## src/rtl/id_ex_stage.sv

```systemverilog
// ID/EX pipeline stage: registers the decoder control word and decoded
// operands for EX, detects load-use hazards (stall + bubble), and applies
// branch flushes and downstream holds.
//
// Optional feature macro: HAZARD_STATS_EN adds the bubble_cnt/flush_cnt
// event counters.
//
// Ports:
//   clock, reset          rising-edge clock, async active-low reset
//   id_*                  decoder control, specifiers and operand data from ID
//   flush                 branch taken downstream; kill the ID instruction
//   ex_hold               downstream not ready; freeze this stage
//   stall                 combinational: hold PC and IF/ID
//   ex_*                  registered control/specifiers/data presented to EX
//   bubble_cnt, flush_cnt (HAZARD_STATS_EN only) event counters
module id_ex_stage #(
  parameter int unsigned DATA_W = 32,
  parameter int unsigned REG_W  = 5
) (
  input  logic              clock,
  input  logic              reset,
  input  logic              id_valid,
  input  logic              id_RegWrite,
  input  logic              id_RegDst,
  input  logic              id_ALUSrc,
  input  logic              id_Branch,
  input  logic              id_MemWrite,
  input  logic              id_MemRead,
  input  logic              id_MemToReg,
  input  logic [1:0]        id_ALUOp,
  input  logic              id_uses_rt,
  input  logic [REG_W-1:0]  id_rs,
  input  logic [REG_W-1:0]  id_rt,
  input  logic [REG_W-1:0]  id_rd,
  input  logic [DATA_W-1:0] id_a,
  input  logic [DATA_W-1:0] id_b,
  input  logic [DATA_W-1:0] id_imm,
  input  logic [DATA_W-1:0] id_pc4,
  input  logic              flush,
  input  logic              ex_hold,
  output logic              stall,
  output logic              ex_valid,
  output logic              ex_RegWrite,
  output logic              ex_RegDst,
  output logic              ex_ALUSrc,
  output logic              ex_Branch,
  output logic              ex_MemWrite,
  output logic              ex_MemRead,
  output logic              ex_MemToReg,
  output logic [1:0]        ex_ALUOp,
  output logic [REG_W-1:0]  ex_rs,
  output logic [REG_W-1:0]  ex_rt,
  output logic [REG_W-1:0]  ex_rd,
  output logic [DATA_W-1:0] ex_a,
  output logic [DATA_W-1:0] ex_b,
  output logic [DATA_W-1:0] ex_imm,
  output logic [DATA_W-1:0] ex_pc4
`ifdef HAZARD_STATS_EN
  ,
  output logic [31:0]       bubble_cnt,
  output logic [31:0]       flush_cnt
`endif
);

  localparam int unsigned CNT_W = 32;

  typedef struct packed {
    logic              valid;
    logic              reg_write;
    logic              reg_dst;
    logic              alu_src;
    logic              branch;
    logic              mem_write;
    logic              mem_read;
    logic              mem_to_reg;
    logic [1:0]        alu_op;
    logic [REG_W-1:0]  rs;
    logic [REG_W-1:0]  rt;
    logic [REG_W-1:0]  rd;
    logic [DATA_W-1:0] a;
    logic [DATA_W-1:0] b;
    logic [DATA_W-1:0] imm;
    logic [DATA_W-1:0] pc4;
  } stage_t;

  stage_t stage_d, stage_q;
  logic   hazard;

  // Load in EX whose destination feeds a source of the ID instruction.
  always_comb begin
    hazard = stage_q.valid & stage_q.mem_read & (stage_q.rt != '0) & id_valid &
             ((stage_q.rt == id_rs) | (id_uses_rt & (stage_q.rt == id_rt)));
    // Gated by reset so the front end is never frozen while the stage is held in reset.
    stall  = reset & (ex_hold | (hazard & ~flush));
  end

  // Next-state: hold, then bubble (flush or hazard), else capture ID.
  always_comb begin
    stage_d = stage_q;
    if (ex_hold) begin
      stage_d = stage_q;
    end else if (flush || hazard) begin
      stage_d = '0;
    end else begin
      // Control is masked by id_valid so decoder default-case outputs never leak.
      stage_d.valid      = id_valid;
      stage_d.reg_write  = id_valid & id_RegWrite;
      stage_d.reg_dst    = id_valid & id_RegDst;
      stage_d.alu_src    = id_valid & id_ALUSrc;
      stage_d.branch     = id_valid & id_Branch;
      stage_d.mem_write  = id_valid & id_MemWrite;
      stage_d.mem_read   = id_valid & id_MemRead;
      stage_d.mem_to_reg = id_valid & id_MemToReg;
      stage_d.alu_op     = id_valid ? id_ALUOp : 2'b00;
      stage_d.rs         = id_rs;
      stage_d.rt         = id_rt;
      stage_d.rd         = id_rd;
      stage_d.a          = id_a;
      stage_d.b          = id_b;
      stage_d.imm        = id_imm;
      stage_d.pc4        = id_pc4;
    end
  end

  // Stage register.
  always_ff @(posedge clock or negedge reset) begin
    if (!reset) begin
      stage_q <= '0;
    end else begin
      stage_q <= stage_d;
    end
  end

  assign ex_valid    = stage_q.valid;
  assign ex_RegWrite = stage_q.reg_write;
  assign ex_RegDst   = stage_q.reg_dst;
  assign ex_ALUSrc   = stage_q.alu_src;
  assign ex_Branch   = stage_q.branch;
  assign ex_MemWrite = stage_q.mem_write;
  assign ex_MemRead  = stage_q.mem_read;
  assign ex_MemToReg = stage_q.mem_to_reg;
  assign ex_ALUOp    = stage_q.alu_op;
  assign ex_rs       = stage_q.rs;
  assign ex_rt       = stage_q.rt;
  assign ex_rd       = stage_q.rd;
  assign ex_a        = stage_q.a;
  assign ex_b        = stage_q.b;
  assign ex_imm      = stage_q.imm;
  assign ex_pc4      = stage_q.pc4;

`ifdef HAZARD_STATS_EN
  logic [CNT_W-1:0] bubble_cnt_d, bubble_cnt_q;
  logic [CNT_W-1:0] flush_cnt_d, flush_cnt_q;

  // Count bubble sources only on edges that actually load a bubble; wraps naturally.
  always_comb begin
    bubble_cnt_d = bubble_cnt_q;
    flush_cnt_d  = flush_cnt_q;
    if (!ex_hold) begin
      if (flush) begin
        flush_cnt_d = flush_cnt_q + CNT_W'(1);
      end else if (hazard) begin
        bubble_cnt_d = bubble_cnt_q + CNT_W'(1);
      end
    end
  end

  always_ff @(posedge clock or negedge reset) begin
    if (!reset) begin
      bubble_cnt_q <= '0;
      flush_cnt_q  <= '0;
    end else begin
      bubble_cnt_q <= bubble_cnt_d;
      flush_cnt_q  <= flush_cnt_d;
    end
  end

  assign bubble_cnt = bubble_cnt_q;
  assign flush_cnt  = flush_cnt_q;
`endif

endmodule

```

## config.mk

```make
export PLATFORM = sky130hd
export DESIGN_NAME = id_ex_stage
export DESIGN_NICKNAME = d
export VERILOG_FILES = /design/src/rtl/id_ex_stage.sv
export SDC_FILE = /design/constraint.sdc
export NUM_CORES = 1
export LEC_CHECK = 0
export CORE_AREA = 2 2 122 124
export DETAILED_ROUTE_END_ITERATION = 7
export DIE_AREA = 0 0 124 126
export DONT_BUFFER_PORTS = 1
export PLACE_DENSITY = 0.71
export SLEW_MARGIN = 40
export SYNTH_ARGS = -nofsm -noshare
export SYNTH_HDL_FRONTEND = slang
export SYNTH_SLANG_ARGS = --single-unit
```

## constraint.sdc

```tcl
create_clock -name clock -period 2.6 [get_ports clock]
set_input_delay 0.52 -clock clock [delete_from_list [all_inputs] [get_ports clock]]
set_output_delay 0.52 -clock clock [all_outputs]
set_load 0.03 [all_outputs]
```

# --- Yosys cells after proc, flatten, opt, wreduce, memory -nomap -nowiden ---
# Index checks and enable logic that the tools add are counted.
totals:
  word_cells: 39
  regBits: 153
  output_inout_bits: 154
op_classes:
  eq_ne: 2
  n_mux: 2
  n_reduce_logical: 2
  n_bitwise: 17
op_table:
  columns: ["operator", "n"]
  rows:
  - ["two-way mux 153 bit", 1]
  - ["bitwise AND 1 bit", 14]
  - ["== test 5 bit", 2]
  - ["nonzero test 5 bit", 1]
  - ["two-way mux 2 bit", 1]
  - ["bitwise OR 1 bit", 2]
  - ["logical OR 1 bit", 1]
  - ["NOT 1 bit", 1]

# --- Longest topological paths before layout ---
# Gate-level depths: netlist of the first run.
depth:
  word_depth: 7
  depth_mapped: 8

# --- Worst setup path before layout of the first run ---
# No wires, ideal clock.
synth_path:
  path_kind: "register to output"
  start: "register stage_q (netlist bit ex_rt[1])"
  end: "output stall"
  arrival_ns: 1.917
  setup_slack_ns: 0.163
  required_time_ns: 2.080
  stages_incl_launch_ff: 6
  n_path_buf: 1
  cell_sequence: "dfrtp_1 -> or4_4 -> o211a_1 -> buf_6 -> and4b_1 -> a22o_1"
synth_via:
  elab_chain_cells: 7
synth_lines:
  columns: ["element", "line", "text"]
  rows:
  - ["from (decl)", "86", "stage_t stage_d, stage_q;"]
  - ["from (signal assigned)", "130", "stage_q <= stage_d;"]
  - ["== test 5 bit or nonzero test 5 bit (tied branches)", "92, 91", null]
  - ["bitwise AND 1 bit (on tied branches)", "92, 91", null]
  - ["bitwise OR 1 bit or bitwise AND 1 bit (tied branches)", "92, 91", null]
  - ["bitwise AND 1 bit (*)", "91", "hazard = stage_q.valid & stage_q.mem_read & (stage_q.rt != '0) & id_valid &"]
  - ["bitwise AND 1 bit (*)", "94", "stall = reset & (ex_hold | (hazard & ~flush));"]
  - ["bitwise OR 1 bit (*)", "94", null]
  - ["bitwise AND 1 bit (*)", "94", null]
  - ["to (decl)", "41", "output logic stall,"]
# Every way passes the cells marked *; elsewhere a longest branch is shown, timed or not.

# --- Worst setup path in the final report of the first run ---
layout_path:
  start: "register stage_q (netlist bit ex_rt[3])"
  end: "output stall"
# The elaborated chain is that of the path after synthesis.

==> implementation parameters, run 1 <==
Parameter                              Value

Outcome
  Outcome    complete, but fails checks
  Violations in the final reports    hold timing

Global route
  Routing usage on met2    about two fifths
  Largest net degree at the start of global routing    approximately 160
  Gr ovfl total    0
  Peak-usage layer in the global routing report    met2
  Gr usage total    26.2%
  Initial antenna violation count    1
  Global routing met3 resource utilization    a little under a tenth
  Global-route wire length before repair    between 30,000 and 40,000 um
  GR Util met1    31.2%
  Via count of the first global-routing pass    just over 6k

STA
  Share of the clock period used by the worst path after layout    98.8%
  Setup WS post-layout    approximately 0.03 ns
  Count of endpoints failing hold in the final timing report    roughly 150
  Worst Max-Slew Pin Slew    approximately 1 ns
  Final-layout setup total negative slack    0 ns
  Max Clock Skew    0.00486 ns
  Number of failing setup endpoints in the final timing report    0
  Number of pins exceeding their max-slew limit in the final report    0
  Max-slew headroom at the worst pin    between 30 and 40%
  Post-Route Hold Slack    -0.201 ns
  Shortest clock period the worst path allows after layout    2.57 ns
  Timing-limited maximum frequency    roughly 0.39 GHz
  Unrepaired setup endpoints after global routing    yes

Floorplanning
  Y dimension of the die    between 100 and 150 um
  Horizontal die dimension    around 120 um
  Core footprint    14,300 um^2
  Std cell rows    44
  Initial Util    between 50% and 60%
  Area enclosed by the die boundary    approximately 16,000 um^2
  Boundary pin count    around 310

Logic synthesis
  Post-synthesis cell type count    23
  Share of synthesized area occupied by flip-flops and latches    48.0%
  Post-synthesis average cell area    11.1 um^2
  Gate count of the mapped netlist    between 700 and 800
  Post-synthesis instance area    approximately 8000 um^2
  Synthesized net count    slightly below 900
  Flip-flop and latch count after synthesis    153
  Count of yosys warnings during synthesis    0

Setup path
  Crit-path slowest cell    sky130_fd_sc_hd__or4_4
  Series of cell instances along the critical path    or4_4, o211a_4, and4b_1, a22o_4
  CP Launch Type    flop
  Worst-path fanout max    2
  Count of buffer and inverter cells on the critical path    0
  Critical path endpoint category    output pin
  Top delay family on crit path    simple AND/OR/NAND/NOR gates
  Required @ worst endpoint    around 2.1 ns
  Data arrival time of the critical path    between 2 and 2.5 ns
  WS Path Type    flop to output pin
  Slowest stage delay, CP    roughly 0.55 ns

Place
  RD Place Congestion    0.761
  Half-perimeter wire length after detailed placement    12,500 um
  Count of placed standard cells including taps    about 830
  IO buf count    0
  Setup slack after placement    0.359 ns

Power
  Pleak    roughly 3.3 nW
  Worst ir drop on vdd    around 0.40 mV
  Pwr per Cell Area    730 nW/um^2
  Power, Total    between 6 and 7 mW

Clock tree
  CTS tree    yes
  Root buffer cell    sky130_fd_sc_hd__clkbuf_16
  Worst-Skew Late Latency    between 0.4 and 0.5 ns
  Clk slew on worst S/H paths    about 0.06 ns
  H-tree level count    4
  TritonCTS buffer count    17
  Maximum buffer depth of the clock tree    2
  Number of clock sinks    about 150

Finish
  Number of standard cells in the layout, taps in and fillers out    ~860
  Share of cells above drive strength 1    17.1%
  Syn-to-layout area delta    7.58%
  # nets final    roughly 820

Job
  Number of max-cap violations    0

Drt
  Avg WL per Cell    24.1 um
  Number of vias in the routed layout    around 6k
  Post-route antenna net violation count    0
  WL final    approximately 21,000 um
  Via density per instance    about 6.9
  Pre-antenna DRT Iters    5
  Number of remaining DRC errors    0
  Starting DRT DRC Count    408

Hold path
  Class of the worst hold path    input port to asynchronous set/reset pin
[cells in the final DEF, fill, tap and decap left out, drive strengths merged]
cell type	synthesis	routed
dfrtp	153	153
nand2	155	155
a22o	1	1
bufinv	0	3
a32oi	9	9
o21ai	10	10
and2	1	1
nand3	1	1
clkinv	0	3
buf	27	11
nor2	1	1
a41oi	143	143
xnor2	10	10
and4b	1	1
o22ai	1	1
or4	1	1
nand4	1	1
diode	0	1
clkbuf	57	25
a22oi	1	1
a21boi	143	143
o211a	1	1
clkinvlp	0	1
o211ai	1	1
[registers in the layout (all words and copies together), names as in the netlist, 2 cells and up]
signal    flops
ex_rt         5
ex_rd         5
ex_a         32
ex_ALUOp      2
ex_b         32
ex_pc4       32
ex_imm       32
ex_rs         5
[Yosys cell counts]
library cell / number / area, um^2
sky130_fd_sc_hd__nand2_1: 155 / 582
sky130_fd_sc_hd__buf_2: 17 / 85.1
sky130_fd_sc_hd__clkbuf_1: 57 / 214
sky130_fd_sc_hd__a41oi_1: 73 / 639
sky130_fd_sc_hd__a41oi_2: 70 / 1140
sky130_fd_sc_hd__nor2_1: 1 / 3.75
sky130_fd_sc_hd__a21boi_0: 143 / 1070
sky130_fd_sc_hd__or4_4: 1 / 11.3
sky130_fd_sc_hd__o211ai_2: 1 / 12.5
sky130_fd_sc_hd__buf_1: 1 / 3.75
sky130_fd_sc_hd__o211a_1: 1 / 10.0
sky130_fd_sc_hd__nand4_1: 1 / 6.26
sky130_fd_sc_hd__a32oi_1: 9 / 78.8
sky130_fd_sc_hd__and2_1: 1 / 6.26
sky130_fd_sc_hd__a22oi_1: 1 / 7.51
sky130_fd_sc_hd__xnor2_1: 10 / 87.6
sky130_fd_sc_hd__and4b_1: 1 / 10.0
sky130_fd_sc_hd__o21ai_0: 10 / 50.1
sky130_fd_sc_hd__nand3_1: 1 / 5.00
sky130_fd_sc_hd__dfrtp_1: 153 / 3830
sky130_fd_sc_hd__buf_6: 9 / 101
sky130_fd_sc_hd__o22ai_1: 1 / 6.26
sky130_fd_sc_hd__a22o_1: 1 / 8.76
[stage by stage]
step | utilization (%) | hold WS (ns) | instance area (um^2)
2_1_floorplan | - | 0.224 | 7970
4_1_cts | 59.8 | -0.219 | 8560
5_1_grt | 59.9 | -0.223 | 8570
3_5_place_dp | 55.4 | 0.229 | 7930
3_3_place_gp | 55.4 | 0.228 | 7930
6_report | 59.9 | -0.201 | 8570
[worst paths after layout]
path	from	end	slack (ns)	depth (start not counted)
worst min register to register	ex_MemToReg	ex_MemToReg	0.71	2
worst min-delay path	reset	ex_imm[4]	-0.20	0
max in group asynchronous	reset	ex_pc4[25]	2.60	0
worst max-delay path	ex_rt[3]	stall	0.03	4
min in group clock	id_ALUOp[0]	ex_ALUOp[0]	0.24	2
worst max register to register	ex_rt[1]	ex_rt[1]	0.12	7
[layout make-up]
class,instances,area (um^2)
Fill cell,1150,5740
Sequential cell,153,3830
Multi-Input combinational cell,481,3770
Clock buffer,25,505
Tap cell,184,230
Timing Repair Buffer,11,120
Clock inverter,7,113
Antenna cell,1,2.50
[layer usage]
layer	part of all wire (%)	wire length, um
met5	0	0
met4	4.4	912
met1	38	7840
met2	48	9950
met3	9.9	2050
[logic make-up after synthesis]
kind of cell	Yosys count	synth area share, %
xor gates and xnor gates	10	1.10
AOI/OAI and AO/OA	310	38.0
buffers and inverters	84	5.07
and+or+nand+nor	161	7.83
DFF	153	48.0
[power by group]
group | switching, mW | total [mW] | leakage, nW | internal, mW
Sequential | 0.538 | 3.10 | 1.99 | 2.57
Combinational | 0.351 | 0.599 | 1.03 | 0.248
Clock | 0.920 | 2.55 | 0.303 | 1.63
Total | 1.81 | 6.26 | 3.33 | 4.45
[what timing repair did]
item / CTS / global route
hold endpoints to repair: 153 / 153
gates resized for setup: 2 / 0
buffers inserted: 1 / 1
endpoints found under the setup margin: 1 / 1
pin swaps: 2 / 4
(Power assumes the default switching activity.)
==> run 2, diff against run 1 <==
==> constraint.sdc (replaced) <==
create_clock -name clock -period 2.6 [get_ports clock]
set_input_delay 0.52 -clock clock [delete_from_list [all_inputs] [get_ports clock]]
set_output_delay 0.52 -clock clock [all_outputs]
set_load 0.1 [all_outputs]
==> run 2 against run 1 <==
The flow finishes with violations (hold timing, setup timing). Utilization is 7.2 points higher. Sequential share of layout area is 4.4 points lower. Die area is the same. Cell area increased by 12%. Clock power decreased by 2%. Hold slack worse by 0.0055 ns. Flip-flop and latch count did not move. Largest power group unchanged.
==> implementation parameters, run 2 (synthesis results as in run 1) <==
Parameter                              Value

Drt
  Avg WL per Cell    22.0 um
  Number of vias in the routed layout    6,472
  Number of remaining DRC errors    0
  Starting DRT DRC Count    around 500
  Via density per instance    6.54
  WL final    about 22,000 um
  Pre-antenna DRT Iters    4
  Post-route antenna net violation count    0

Finish
  Commonest cells after routing, fill and taps aside    sky130_fd_sc_hd__nand2_1, sky130_fd_sc_hd__a21boi_0, sky130_fd_sc_hd__buf_4, sky130_fd_sc_hd__dfrtp_1, sky130_fd_sc_hd__a41oi_1
  Syn-to-layout area delta    20.6%
  Most frequent standard cell in the layout excluding fill and tap cells    sky130_fd_sc_hd__nand2_1
  Share of cells above drive strength 1    about a third
  # nets final    950

Clock tree
  Root buffer cell    sky130_fd_sc_hd__clkbuf_16
  Maximum buffer depth of the clock tree    2
  Worst-Skew Late Latency    around 0.42 ns
  Clk slew on worst S/H paths    around 0.060 ns
  Number of clock sinks    153
  H-tree level count    4
  CTS tree    yes
  TritonCTS buffer count    17

Setup path
  Launch point of the worst reg-to-reg path    ex_rt[1]
  Series of cell instances along the critical path    or4_4, o211a_4, and4b_1, a22o_4
  Top delay family on crit path    simple AND/OR/NAND/NOR gates
  Required @ worst endpoint    2.08 ns
  Number of cells on the worst reg-to-reg path    7
  CP Launch Type    flop
  Depth of the critical timing path with buffers and inverters included    4
  Crit-path slowest cell    sky130_fd_sc_hd__or4_4
  R2r endpoint    ex_imm[21]
  Flop-to-flop setup slack    between 0.15 and 0.2 ns
  Worst-path fanout max    2
  Data arrival time of the critical path    approximately 2.2 ns
  Slowest stage delay, CP    about 0.53 ns
  Worst setup path start    ex_rt[1]
  Count of buffer and inverter cells on the critical path    0
  WS Path Type    flop to output pin
  Critical path endpoint category    output pin

Outcome
  Violations in the final reports    hold timing, setup timing
  Outcome    complete, but fails checks

Power
  Power, Total    between 7 and 8 mW
  Worst ir drop on vdd    approximately 0.48 mV
  Pleak    between 3 and 4 nW
  Pwr per Cell Area    781 nW/um^2

Global route
  Largest net degree at the start of global routing    156
  Gr usage total    27.5%
  Gr ovfl total    0
  Via count of the first global-routing pass    6,386
  Initial antenna violation count    2
  Global-route wire length before repair    33,400 um

Job
  Number of max-cap violations    0

Floorplanning
  Y dimension of the die    126 um
  Initial Util    ~56%
  Boundary pin count    312
  Horizontal die dimension    124 um
  Area enclosed by the die boundary    around 16,000 um^2
  Core footprint    14,300 um^2
  Std cell rows    44

Hold path
  Class of the worst hold path    input port to asynchronous set/reset pin

STA
  Share of the clock period used by the worst path after layout    104%
  Max Clock Skew    between 0.005 and 0.006 ns
  Worst Max-Slew Pin Slew    between 0.8 and 0.9 ns
  Shortest clock period the worst path allows after layout    ~2.7 ns
  Number of pins exceeding their max-slew limit in the final report    0
  Number of failing setup endpoints in the final timing report    1
  Max-slew headroom at the worst pin    between 40 and 50%
  Setup WS post-layout    -0.0983 ns
  Post-Route Hold Slack    -0.206 ns
  Unrepaired setup endpoints after global routing    yes
  Count of endpoints failing hold in the final timing report    approximately 150
  Timing-limited maximum frequency    0.371 GHz

Place
  Half-perimeter wire length after detailed placement    between 10,000 and 15,000 um
  Setup slack after placement    around 0.24 ns
  IO buf count    0
  RD Place Congestion    approximately 0.78
==> run 2: cell types whose count changed in the layout (fill, tap and decap cells not counted) <==
cell,before,now
sky130_fd_sc_hd__buf_16,0,2
sky130_fd_sc_hd__buf_12,3,5
sky130_fd_sc_hd__clkinv_2,3,5
sky130_fd_sc_hd__clkbuf_1,3,2
sky130_fd_sc_hd__dfrtp_2,0,26
sky130_fd_sc_hd__clkbuf_8,5,3
sky130_fd_sc_hd__buf_4,8,130
sky130_fd_sc_hd__dfrtp_1,153,125
sky130_fd_sc_hd__dfrtp_4,0,2
sky130_fd_sc_hd__buf_1,0,2
==> run 2: per-layer routing <==
layer / global-route usage [%] / wire length [um]
met1: 32.1 / 7920
met2: 45.2 / 10900
met3: 9.51 / 2210
met5: 0 / 13
met4: 12.7 / 780
==> run 2: what timing repair did <==
action                     CTS  global route
hold endpoints to repair   153           153
pin swaps                    3             4
setup buffers                2             0
gates resized for setup      0             0
setup endpoints to repair    1             1
==> run 2: worst max-delay path by stage <==
stage,endpoint,slack [ns]
final,stall,-0.1
after global routing,stall,-0.13
after CTS,stall,-0.15
after detailed placement,ex_imm[19],0.24
after global placement,stall,0.28
after floorplan,stall,0.02
==> run 2: area by class of cell <==
type                            instances  area [um^2]
Fill cell                            1044         4700
Sequential cell                       153         3870
Clock buffer                           22          474
Tap cell                              184          230
Multi-Input combinational cell        481         3770
Antenna cell                            1         2.50
Timing Repair Buffer                  139         1140
Clock inverter                          9          123
==> run 2: power by group <==
group	internal (mW)	total, mW	leakage (nW)	switching [mW]
logic	0.459	2.12	1.70	1.67
registers	2.57	2.89	1.95	0.319
clock network	1.57	2.49	0.296	0.921
==> run 2: metrics by stage <==
stage                     instance area (um^2)  TNS (ns)  util [%]  hold slack, ns  std cells
after detailed placement                  8980         0      62.8           0.229        955
after global placement                    8910         0      62.2           0.228        951
after CTS                                 9600    -0.146      67.0          -0.219        988
final                                     9610   -0.0983      67.2          -0.206        989
after floorplan                           7990         0         -           0.224        718
after global routing                      9610    -0.134      67.2          -0.229        989
